--- src/rtl/flash_arb_pkg.sv ---
// flash_arb_pkg -- shared definitions for the flash read arbiter.
//   arb_state_e : FSM state encoding (IDLE, START, WAIT, RESP)
//   ERR_DATA    : all-ones pattern returned on a timed-out read.
//                 The arbiter takes the low DW bits, so DW may be up to 256.
//   AW_DEF, DW_DEF, TIMEOUT_DEF : default parameter values
//   cnt_width() : timeout counter width, clog2(TIMEOUT+1), at least 1 bit
package flash_arb_pkg;

   localparam int AW_DEF      = 24;
   localparam int DW_DEF      = 32;
   localparam int TIMEOUT_DEF = 1024;

   typedef enum logic [1:0] {
      ST_IDLE  = 2'd0,
      ST_START = 2'd1,
      ST_WAIT  = 2'd2,
      ST_RESP  = 2'd3
   } arb_state_e;

   localparam logic [255:0] ERR_DATA = '1;

   // TIMEOUT=0 (timeout disabled) still gets a 1-bit counter so that the
   // declaration stays legal.
   function automatic int cnt_width(input int tmo);
      return (tmo > 0) ? $clog2(tmo + 1) : 1;
   endfunction

endpackage

--- src/rtl/flash_arb_pick.sv ---
// flash_arb_pick -- combinational winner select for the two read masters.
//   req[1:0]   : in  -- m1/m0 request lines
//   last_owner : in  -- master served most recently (round-robin state)
//   winner     : out -- 0 = m0, 1 = m1; meaningful only when |req
// One expression serves both builds. Under FLASH_ARB_RR_EN the top feeds the
// real last-owner register. Without it, the top ties last_owner high. m1 then
// always counts as "served last", so m0 wins every tie (fixed priority).
module flash_arb_pick (
   input  logic [1:0] req,
   input  logic       last_owner,
   output logic       winner
);

   // m1 wins when it is alone, or when both request and m0 was served last.
   assign winner = req[1] & ~(req[0] & last_owner);

endmodule

--- src/rtl/flash_rd_arbiter.sv ---
// flash_rd_arbiter -- two-master arbiter in front of a quad-SPI flash reader.
//   wb_clk_i, wb_rst_i         : clock, synchronous active-high reset
//   m0_/m1_req, _addr          : read request (held until gnt) and address
//   m0_/m1_gnt                 : one-cycle accept pulse
//   m0_/m1_rvalid, _rdata, _err: one-cycle response; err marks a timeout
//   fr_start, fr_addr          : reader start pulse and address
//   fr_busy, fr_done, fr_data  : reader status, completion pulse, data
//   arb_owner                  : current or most recent owner
// Build option FLASH_ARB_RR_EN: round-robin arbitration. Without it the
// arbiter uses fixed priority, with m0 ahead of m1.
// Timing: a request seen in IDLE gives gnt/fr_start on the next cycle. After
// that, WAIT lasts at most TIMEOUT cycles. fr_done in WAIT gives rvalid on the
// next cycle.
module flash_rd_arbiter import flash_arb_pkg::*; #(
   parameter int AW      = AW_DEF,
   parameter int DW      = DW_DEF,
   parameter int TIMEOUT = TIMEOUT_DEF
) (
   input  logic          wb_clk_i,
   input  logic          wb_rst_i,
   input  logic          m0_req,
   input  logic [AW-1:0] m0_addr,
   output logic          m0_gnt,
   output logic          m0_rvalid,
   output logic [DW-1:0] m0_rdata,
   output logic          m0_err,
   input  logic          m1_req,
   input  logic [AW-1:0] m1_addr,
   output logic          m1_gnt,
   output logic          m1_rvalid,
   output logic [DW-1:0] m1_rdata,
   output logic          m1_err,
   output logic          fr_start,
   output logic [AW-1:0] fr_addr,
   input  logic          fr_busy,
   input  logic          fr_done,
   input  logic [DW-1:0] fr_data,
   output logic          arb_owner
);

   localparam int CW = cnt_width(TIMEOUT);
   localparam logic [CW-1:0] CNT_SAT = (TIMEOUT > 0) ? CW'(TIMEOUT) : '1;

   arb_state_e    state, state_nxt;
   logic [AW-1:0] addr_q;
   logic          owner_q;
   logic [DW-1:0] rdata_q;
   logic          err_q;
   logic [CW-1:0] cnt, cnt_inc;
   logic          last_owner, winner, take, tmo;

   // A new transaction starts only from IDLE, so there is always one IDLE
   // cycle between RESP and the next START.
   assign take = (state == ST_IDLE) && (m0_req || m1_req) && !fr_busy;

   // cnt holds the number of WAIT cycles already elapsed. The timeout fires
   // in the cycle that brings the count to TIMEOUT. That makes WAIT last
   // exactly TIMEOUT cycles.
   assign cnt_inc = cnt + CW'(1);
   assign tmo     = (TIMEOUT != 0) && (cnt_inc == CNT_SAT);

`ifdef FLASH_ARB_RR_EN
   logic last_owner_q;
   always_ff @(posedge wb_clk_i) begin
      if (wb_rst_i)               last_owner_q <= 1'b1;
      else if (state == ST_START) last_owner_q <= owner_q;
   end
   assign last_owner = last_owner_q;
`else
   assign last_owner = 1'b1;
`endif

   flash_arb_pick u_pick (
      .req        ({m1_req, m0_req}),
      .last_owner (last_owner),
      .winner     (winner)
   );

   always_ff @(posedge wb_clk_i) begin
      if (wb_rst_i) state <= ST_IDLE;
      else          state <= state_nxt;
   end

   always_ff @(posedge wb_clk_i) begin
      if (wb_rst_i) begin
         addr_q  <= '0;
         owner_q <= 1'b0;
         rdata_q <= '0;
         err_q   <= 1'b0;
         cnt     <= '0;
      end else begin
         if (take) begin
            owner_q <= winner;
            addr_q  <= winner ? m1_addr : m0_addr;
         end
         if (state == ST_START) cnt <= '0;
         if (state == ST_WAIT) begin
            if (cnt != CNT_SAT) cnt <= cnt_inc;
            // fr_done takes precedence over a coincident timeout.
            if (fr_done) begin
               rdata_q <= fr_data;
               err_q   <= 1'b0;
            end else if (tmo) begin
               rdata_q <= ERR_DATA[DW-1:0];
               err_q   <= 1'b1;
            end
         end
      end
   end

   always_comb begin
      state_nxt = state;
      fr_start  = 1'b0;
      m0_gnt    = 1'b0;
      m1_gnt    = 1'b0;
      m0_rvalid = 1'b0;
      m1_rvalid = 1'b0;
      m0_rdata  = '0;
      m1_rdata  = '0;
      m0_err    = 1'b0;
      m1_err    = 1'b0;
      unique case (state)
         ST_IDLE:  if (take) state_nxt = ST_START;
         ST_START: begin
            state_nxt = ST_WAIT;
            fr_start  = 1'b1;
            m0_gnt    = !owner_q;
            m1_gnt    = owner_q;
         end
         ST_WAIT:  if (fr_done || tmo) state_nxt = ST_RESP;
         ST_RESP: begin
            state_nxt = ST_IDLE;
            if (owner_q) begin
               m1_rvalid = 1'b1;
               m1_rdata  = rdata_q;
               m1_err    = err_q;
            end else begin
               m0_rvalid = 1'b1;
               m0_rdata  = rdata_q;
               m0_err    = err_q;
            end
         end
         default:  state_nxt = ST_IDLE;
      endcase
   end

   assign fr_addr   = addr_q;
   assign arb_owner = owner_q;

endmodule

--- config.mk ---
export PLATFORM = sky130hd
export DESIGN_NAME = flash_rd_arbiter
export DESIGN_NICKNAME = d
export VERILOG_FILES = /design/src/rtl/flash_arb_pkg.sv /design/src/rtl/flash_arb_pick.sv /design/src/rtl/flash_rd_arbiter.sv
export SDC_FILE = /design/constraint.sdc
export NUM_CORES = 1
export LEC_CHECK = 0
export BUFFER_PORTS_ARGS = -buffer_cell sky130_fd_sc_hd__buf_2
export CAP_MARGIN = 5
export CORE_UTILIZATION = 52
export CTS_BUF_LIST = sky130_fd_sc_hd__clkbuf_8
export CTS_CLUSTER_SIZE = 14
export DETAILED_ROUTE_END_ITERATION = 7
export PLACE_DENSITY_LB_ADDON = 0.15
export SLEW_MARGIN = 20
export SYNTH_ARGS = -nofsm -noshare
export SYNTH_HDL_FRONTEND = slang
export SYNTH_SLANG_ARGS = --single-unit
--- constraint.sdc ---
create_clock -name wb_clk_i -period 3.85 [get_ports wb_clk_i]
set_input_delay 0.77 -clock wb_clk_i [delete_from_list [all_inputs] [get_ports wb_clk_i]]
set_output_delay 0.77 -clock wb_clk_i [all_outputs]
set_load 0.01 [all_outputs]
# Word level (Yosys, flattened, before mapping)
# Cells that the tools add are included.
# classes
n_reduce_logical	10
bitwise	2
muxes	26
eq_ne	7
n_addsub	1
# ops
op	n
$mux W32	6
$mux W11	3
$mux W24	1
$mux W1	13
$add A11 B1 Y11 const B	1
$eq A11 B11 Y1 const B	1
$ne A11 B11 Y1 const B	1
$pmux W2 S4	1
$eq A2 B2 Y1 const B	2
$mux W2	2
$reduce_and A2 Y1	2
$eq A2 B1 Y1 const B	1
$logic_and A1 B1 Y1	2
$logic_not A1 Y1	2
$logic_not A2 Y1	1
$logic_or A1 B1 Y1	2
$ne A2 B1 Y1 const B	1
$ne A2 B2 Y1 const B	1
$reduce_bool A2 Y1	1
$and A1 B1 Y1	1
$not A1 Y1	1
# word_totals
register_bits	71
wordCells	52
output_inout_bits	96
in_bits	86

# Depth between registers and ports, before layout
# Gate-level depths: netlist of run 1.
# logic_depth
word_depth	5
mapped_depth	9
ltp_nobuf	7

# Modules after synthesis
# Synthesis of run 1 repeated with hierarchy kept, for this count alone.
# unflattened
cells_unflattened	448
hier_area_um2	3659.8
# by_module_without_submodules
mod	cells_each	area_each_um2	instances
flash_rd_arbiter	447	3648.5	1
flash_arb_pick	1	11.3	1

# Worst setup path after synthesis of run 1
# Ideal clock, no wire load.
# synth_timing
path_kind	flip-flop to output port
start	register state[1]
end	output port m0_rdata[22]
path_buffers	1
stages_incl_launch_ff	5
arrival_ps	1362
path_slack_ps	1718
cell_sequence	dfxtp_1 > ha_1 > nor2b_1 > clkbuf_1 > and2_1
# synth_via
elab_chain_cells	2
# synth_rtl
item	line_no	rtl
start: declaration	flash_rd_arbiter.sv:44	arb_state_e state, state_nxt;
start signal: assignment	flash_rd_arbiter.sv:81	else state <= state_nxt;
$eq A2 B2 Y1	flash_rd_arbiter.sv:122	unique case (state)
$mux W32	flash_rd_arbiter.sv:122	
end: declaration	flash_rd_arbiter.sv:25	output logic [DW-1:0] m0_rdata,
# No other way between the ends.

# Worst setup path after layout of run 1
# layout_timing
start	register state[1]
end	output port m0_rdata[17]
# Same word-level chain as after synthesis.

==> run metrics, run 1 <==
drt wl/cell approximately 13 um; setup tns final 0 ps; fillcell total 647; Finished Core Util 69.4%; endpoints failing hold 0; # rows 31; EDFF count, synth 0; switching power 0.790 mW; clk buf depth 2; CTS tree yes; R2R Setup Slk 1590 ps; status finished, final reports clean; share of cells above drive strength 1 32.9%; die width 88.7 um; Clock power frac 27.8%; Final setup viols 0; DR pass1 iterations 4; worst r2r dst rdata_q[0]; later-pin clock latency in the skew report 340 ps; CTS Hold Bufs 0; placed cells 760; vias in the first global route approximately 3,400; commonest non-fill, non-tap cell in the layout buf_2; Die H 88.7 um; most frequent CP cell buf_4; Max FO, Critical Path 35; RSZ-0062 raised after global routing false; total power 2.28 mW; 1st-iter DRT viols 193; register area share after synthesis 36.3%; Distinct cells, synth 46; post_cts resized 0; leakage power 2.55 nW; delay-heaviest family, CP buffers and inverters; Max Transition Viols Final 0; mean post-synth cell area 7.64 um^2; Final Skew 8.01 ps; initial core utilization 53.9%; vias 4,052; Core Region 7250 um^2; largest net degree at the start of global routing 49; sum of buffers and inverters on the critical path 3; antenna violations before repair 0; most frequent cells in the layout 181 x buf_2, 132 x nor2_1, 71 x dfxtp_1, 41 x o21ai_0, 39 x a21oi_1; H-tree Lvls 3; Syn Inst Count 512; I/O pins 182; Yosys reg bits 71; CP Cell Sequence ha_1, buf_4, nor2b_1, buf_4, and2_1, buf_2; Mapped Nets 604; clk root buf clkbuf_8; Hold EP fr_addr[6]; Routed WL 9.88 mm; switching portion of total power 34.6%; routability-driven placement congestion ratio ~0.84; Routed Antenna Nets 0; worst hold path startpoint fr_addr[6]; Pint 1.49 mW; Max-slew headroom 53.6%; pre-CTS WS 1510 ps; Main synth FF type dfxtp_1; Max Cap Viol 0; # diodes 0; DP HPWL 7.17 mm; postcts setup bufs 0; slew of the pin with the lowest slew margin 693 ps; CP startpoint kind register; first-pass GRT wire length 14.8 mm; required time of the critical path roughly 3000 ps; nets@finish between 700 and 800; critical path's slowest cell dfxtp_1; hold path cells 2; GR Overflow Total 0; TritonCTS Sinks 71; CTS clock-pin slew for the worst setup and hold paths 80 ps; Synth Cell Area 3910 um^2; final setup margin about 1200 ps; post-route minimum period roughly 2600 ps; drt via density 5.22; crit path capture type output pin; DRC viols 0; yosys warns 0; asr flop ratio synth 0%; WP data arrival about 1900 ps; Die ar. just under 8000 um^2; Worst R2R Start state[0]; Period Utilization, post-route 68.8%; post-layout instance count excluding filler cells 776; Worst R2R Path Depth 9; CTS buffer count 9; CP Class reg -> out; port bufs approximately 180; Total GRT Usage between 20% and 30%; worst vdd ir approximately 330 uV; Comb power frac about 31%; area grow syn2layout 28.7%; Reg power frac about 41%; Peak Freq 378 MHz; Hold Path Class reg -> reg; largest stage delay on the critical path 380 ps; Pwr Density 453 nW/um^2
==> sequential cells by signal, summed over array words and instances (netlist names) <==
| name | cells |
|---|---|
| state | 2 |
| err_q | 1 |
| fr_addr | 24 |
| cnt | 11 |
| arb_owner | 1 |
| rdata_q | 32 |
==> per-stage QoR <==
| step | cell area [um^2] | hold WS [ps] |
|---|---|---|
| after floorplan | 3910 | 480 |
| after global placement | 4830 | 484 |
| after detailed placement | 4830 | 488 |
| after CTS | 5040 | 499 |
| after global routing | 5040 | 519 |
| final | 5040 | 497 |
==> power by group through the flow <==
stage	registers [mW]	logic, mW	clock network, mW
floorplan	0.968	0.474	0
global placement	0.953	0.686	0
detailed placement	0.957	0.710	0
CTS	0.942	0.710	0.650
global route	0.961	0.795	0.690
finish	0.944	0.705	0.636
==> layer usage <==
layer / GRT usage, % / routed length (um)
met1: 28.3 / 4290
met2: 41.9 / 4670
met3: 5.88 / 733
met4: 10.6 / 184
met5: 0 / 0
==> worst register-to-register path: cells and delay by family, from the launching register on <==
family / cells / cell delay (ps)
fa+ha+maj: 1 / 360
flops: 1 / 330
buf+inv: 3 / 770
simple gates: 3 / 520
compound gates: 2 / 150
==> synthesized netlist by cell type, types with 2 or more instances <==
cell type / count / share of area [%]
ha_1: 6 / 1.9
o21ai_0: 41 / 5.2
inv_1: 8 / 0.77
or3b_2: 2 / 0.45
buf_6: 2 / 0.58
and3_1: 36 / 5.8
nand2_1: 4 / 0.38
dfxtp_1: 71 / 36
a21oi_1: 39 / 5.0
a21oi_2: 6 / 1.3
nand2b_1: 2 / 0.32
nor2_1: 132 / 13
nand3_1: 3 / 0.38
mux2i_1: 26 / 6.7
a211oi_1: 26 / 5.0
or3_1: 4 / 0.64
a31oi_1: 2 / 0.32
clkbuf_1: 27 / 2.6
buf_2: 5 / 0.64
buf_1: 6 / 0.58
nor2b_1: 5 / 0.80
and2_1: 35 / 5.6
==> cell type report <==
cell class	instances	area, um^2	share of cell area, %
timing repair buffer	191	981	19.5
inverter	8	30.0	0.596
clock buffer	9	124	2.46
tap	99	124	2.46
clock inverter	7	87.6	1.74
multi-input combinational	391	2270	45.1
sequential	71	1420	28.2
==> worst max-delay path by stage <==
stage                  start           end  slack (ps)  cells past startpoint
floorplan           state[1]  m0_rdata[22]        1720                      4
global placement      m1_req   fr_addr[21]        1560                      5
detailed placement    m1_req   fr_addr[21]        1510                      5
CTS                 state[1]   m0_rdata[2]        1140                      6
global route        state[1]  m0_rdata[17]         990                      6
finish              state[1]  m0_rdata[17]        1200                      6
==> kinds of logic (layout without fill, tap and decap cells) <==
logic type / count (synthesis) / after routing / synth area share (%)
AND/OR/NAND/NOR: 233 / 233 / 29.4
AO/OA/AOI/OAI: 124 / 124 / 19.5
adder cells (fa/ha/maj): 6 / 6 / 1.92
buffers and inverters: 50 / 215 / 5.72
XOR/XNOR: 1 / 1 / 0.224
flip-flops: 71 / 71 / 36.3
multiplexers: 27 / 27 / 6.94
(Power assumes the default switching activity.)
==> run 2, diff against run 1 <==
Settings changed: CORE_UTILIZATION 52 to 44.
Clock period 3.85 ns to 2.36 ns, I/O delays scaled along.
==> run metrics, run 2 (synthesized netlist as in run 1, its figures left out) <==
die width 96.3 um; area grow syn2layout 29.2%; CTS Hold Bufs 0; Routed WL 9.96 mm; Worst R2R Path Depth 6; DR pass1 iterations 4; I/O pins about 180; max reg flops 32; hold path cells 2; Max FO, Critical Path 33; CTS tree yes; most frequent cells in the layout 181 x buf_2, 132 x nor2_1, 71 x dfxtp_1, 41 x o21ai_0, 39 x a21oi_1; share of cells above drive strength 1 32.8%; clk root buf clkbuf_8; Hold EP arb_owner; leakage power 2.55 nW; # diodes 0; Finished Core Util between 50% and 60%; routability-driven placement congestion ratio 0.891; Max Transition Viols Final 0; Final setup viols 0; Pwr Density 735 nW/um^2; crit path capture type register; Biggest register rdata_q; CP Class reg -> reg; required time of the critical path 2620 ps; initial core utilization 45.1%; TritonCTS Sinks 71; CP startpoint cnt[0]; first-pass GRT wire length roughly 15 mm; H-tree Lvls 3; drt via density just over 5; Max Cap Viol 0; endpoints failing hold 0; vias in the first global route 3,354; setup tns final 0 ps; CP startpoint kind register; worst vdd ir 446 uV; worst r2r dst rdata_q[30]; Core Region between 8000 and 9000 um^2; CP Cell Sequence ha_1, and2_2, xor2_1, a31o_2, nand4_4, a21oi_1; status finished, final reports clean; worst hold path startpoint m0_req; # rows 34; clk buf depth 2; Hold Path Class in -> reg; R2R Setup Slk 200 ps; nets@finish 763; Routed Antenna Nets 0; CTS clock-pin slew for the worst setup and hold paths 70 ps; commonest non-fill, non-tap cell in the layout buf_2; post_cts resized 0; Max-slew headroom 61.6%; drt wl/cell between 10 and 15 um; Period Utilization, post-route 91.5%; slew of the pin with the lowest slew margin 575 ps; vias 3,992; port bufs 181; postcts setup bufs 0; Peak Freq 463 MHz; largest stage delay on the critical path around 470 ps; RSZ-0062 raised after global routing false; Die ar. 9270 um^2; WP data arrival 2420 ps; later-pin clock latency in the skew report 340 ps; Total GRT Usage 20.8%; post-route minimum period between 2000 and 2500 ps; DP HPWL 7.17 mm; 1st-iter DRT viols 137; largest net degree at the start of global routing 49; GR Overflow Total 0; Worst R2R Start cnt[0]; total power 3.72 mW; hold slack 351 ps; Final Skew 11.5 ps; critical path's slowest cell nand4_4; Die H 96.3 um; antenna violations before repair 0; DRC viols 0; CTS buffer count 9
## run 2: cell types whose count changed in the layout (fill, tap and decap cells not counted), sizes merged
cell / delta
buf: -1
## run 2: area by class of cell
| cell class | count | area, um^2 |
|---|---|---|
| clock inverters | 7 | 87.6 |
| clock buffers | 9 | 124 |
| well taps | 108 | 135 |
| repair buffers | 190 | 986 |
| inverters | 8 | 30.0 |
| fillers | 842 | 3620 |
| multi-input cells | 391 | 2270 |
| flip-flops and latches | 71 | 1420 |
## run 2: how the worst max path moves through the flow
| stage | to | cells past startpoint | slack, ps |
|---|---|---|---|
| floorplan | m0_rdata[22] | 4 | 530 |
| detailed placement | rdata_q[30] | 6 | 190 |
| CTS | rdata_q[30] | 6 | 190 |
| finish | rdata_q[30] | 6 | 200 |
| global route | rdata_q[23] | 6 | 30 |
| global placement | rdata_q[8] | 6 | 350 |
## run 2: power breakdown
group	switching [mW]	total, mW	internal (mW)
logic	0.694	1.15	0.452
clock network	0.440	1.03	0.587
registers	0.146	1.54	1.40
## run 2: worst max-delay path, delay by kind of cell, from the launching register on
kind                       cells  cell delay [ps]
adders and majority gates      1              220
DFF                            1              430
and+or+nand+nor                2              700
xor gates and xnor gates       1              160
AOI/OAI and AO/OA              2              560
## run 2: per-layer routing
layer	wire length [um]	GRT usage, %	vias up	share of wire (%)
li1	-	-	2074	-
met1	4320	25.2	1747	43
met2	4630	35.4	157	46
met3	826	4.90	14	8.3
met4	181	8.58	0	1.8
met5	0	0	-	0
## run 2: metrics by stage
step                      setup WS [ps]  std cells  instance area [um^2]
after global routing               28.6        784                  5050
after floorplan                     526        512                  3910
final                               200        784                  5050
after detailed placement            193        768                  4840
after CTS                           190        784                  5050
after global placement              351        768                  4840
==> run 3, diff against run 2 <==
Settings changed: CORE_UTILIZATION 44 to 49, SLEW_MARGIN 20 to default.
Clock period 2.36 ns to 2.15 ns, I/O delays scaled along.
==> run metrics, run 3 (synthesized netlist as in run 1, its figures left out) <==
status finished, final reports clean; largest stage delay on the critical path ~430 ps; Routed WL 10.3 mm; crit path capture type register; DR pass1 iterations 5; critical path's slowest cell dfxtp_1; Comb power frac 29.8%; largest net degree at the start of global routing 73; GR Overflow Total 0; switching portion of total power about a third; TritonCTS Sinks 71; delay-heaviest family, CP simple AND/OR/NAND/NOR gates; Period Utilization, post-route 94.6%; commonest non-fill, non-tap cell in the layout buf_2; slew of the pin with the lowest slew margin around 370 ps; setup tns final 0 ps; Cell Area, Placed 4860 um^2; switching power 1.43 mW; 1st-iter DRT viols 147; worst r2r dst rdata_q[0]; Final Skew 9.99 ps; Max FO, Critical Path 16; Hold EP arb_owner; Max Transition Viols Final 0; CTS clock-pin slew for the worst setup and hold paths around 80 ps; hold path cells 2; antenna violations before repair 0; post-route minimum period 2030 ps; pre-CTS WS ~38 ps; RSZ-0062 raised after global routing false; DP HPWL 7.13 mm; post-layout instance count excluding filler cells 783; drt via density 5.23; DRC viols 0; max reg flops 32; later-pin clock latency in the skew report ~340 ps; R2R Setup Slk 120 ps; most frequent cells in the layout 181 x buf_2, 132 x nor2_1, 71 x dfxtp_1, 41 x o21ai_0, 39 x a21oi_1; final setup margin 117 ps; WP data arrival 2310 ps; clk root buf clkbuf_8; share of cells above drive strength 1 33.2%; first-pass GRT wire length 16.6 mm; required time of the critical path 2430 ps; H-tree Lvls 3; CTS tree yes; CTS buffer count 9; Clock power frac 31.5%; routability-driven placement congestion ratio 0.875; endpoints failing hold 0; Final Instance Area 5150 um^2; Max Cap Viol 0; Pwr Density 848 nW/um^2; Die H 91.4 um; Reg power frac 38.7%; # rows 32; Finished Core Util 66.6%; die width 91.4 um; port bufs 181; clk buf depth 2; worst hold path startpoint m0_req; # diodes 0; Worst R2R Start cnt[0]; Core Region 7730 um^2; placed cells 765; Worst R2R Path Depth 6; Max-slew headroom 75.4%; vias in the first global route 3,692; Final setup viols 0; CP startpoint kind register; CP Cell Sequence ha_1, and2_2, xor2_1, a31o_2, nand4_4, a21oi_1; leakage power 2.59 nW; drt wl/cell about 13 um; Hold Path Class in -> reg; nets@finish 768; vias 4,096; Peak Freq 492 MHz; CP Class reg -> reg; CTS Hold Bufs 0; area grow syn2layout 31.6%; Biggest register rdata_q; initial core utilization between 50 and 60%; sum of buffers and inverters on the critical path 0; Pint 2.94 mW; Total GRT Usage 24.3%; Routed Antenna Nets 0; Die ar. 8350 um^2; WP depth 6; worst vdd ir 566 uV; I/O pins approximately 180
run 3: cell count changes in the layout (fill, tap and decap cells not counted), sizes merged:
cell    change
buf         +4
bufinv      +2
clkinv      -3
inv         +1
nand4       +1
run 3: worst max-delay path by stage:
stage | slack [ps] | start | endpoint
finish | 120 | cnt[0] | rdata_q[0]
global route | 5 | state[1] | m0_rdata[1]
CTS | 10 | cnt[0] | rdata_q[0]
detailed placement | 40 | cnt[0] | rdata_q[23]
global placement | 140 | cnt[0] | rdata_q[25]
floorplan | 360 | state[1] | m0_rdata[22]
run 3: power groups by stage:
| stage | registers, mW | logic [mW] | clock network (mW) |
|---|---|---|---|
| floorplan | 1.73 | 0.849 | 0 |
| global placement | 1.71 | 1.26 | 0 |
| detailed placement | 1.71 | 1.29 | 0 |
| CTS | 1.69 | 1.29 | 1.40 |
| global route | 1.72 | 1.47 | 1.46 |
| finish | 1.69 | 1.30 | 1.38 |
run 3: metrics by stage:
step / power [mW] / hold slack [ps]
finish: 4.37 / 308
global route: 4.65 / 302
CTS: 4.38 / 290
detailed placement: 3.01 / 491
global placement: 2.96 / 485
floorplan: 2.58 / 480
run 3: area by class of cell:
type                    instances  area [um^2]
clock buffers                   9          124
repair buffers                194         1020
flip-flops and latches         71         1420
fillers                       682         2580
inverters                       8         30.0
clock inverters                 7          136
multi-input cells             392         2290
well taps                     102          128
run 3: per-layer routing:
metal / share of wire (%) / global-route usage (%) / routed length, um
met3: 7.4 / 5.78 / 757
met2: 47 / 42.7 / 4800
met1: 44 / 28.8 / 4570
met4: 1.5 / 8.60 / 154
met5: 0 / 0 / 0
run 3: repair_timing:
item	CTS	global route
setup endpoints to repair	0	67
buffers inserted	0	1
gates resized for setup	0	2
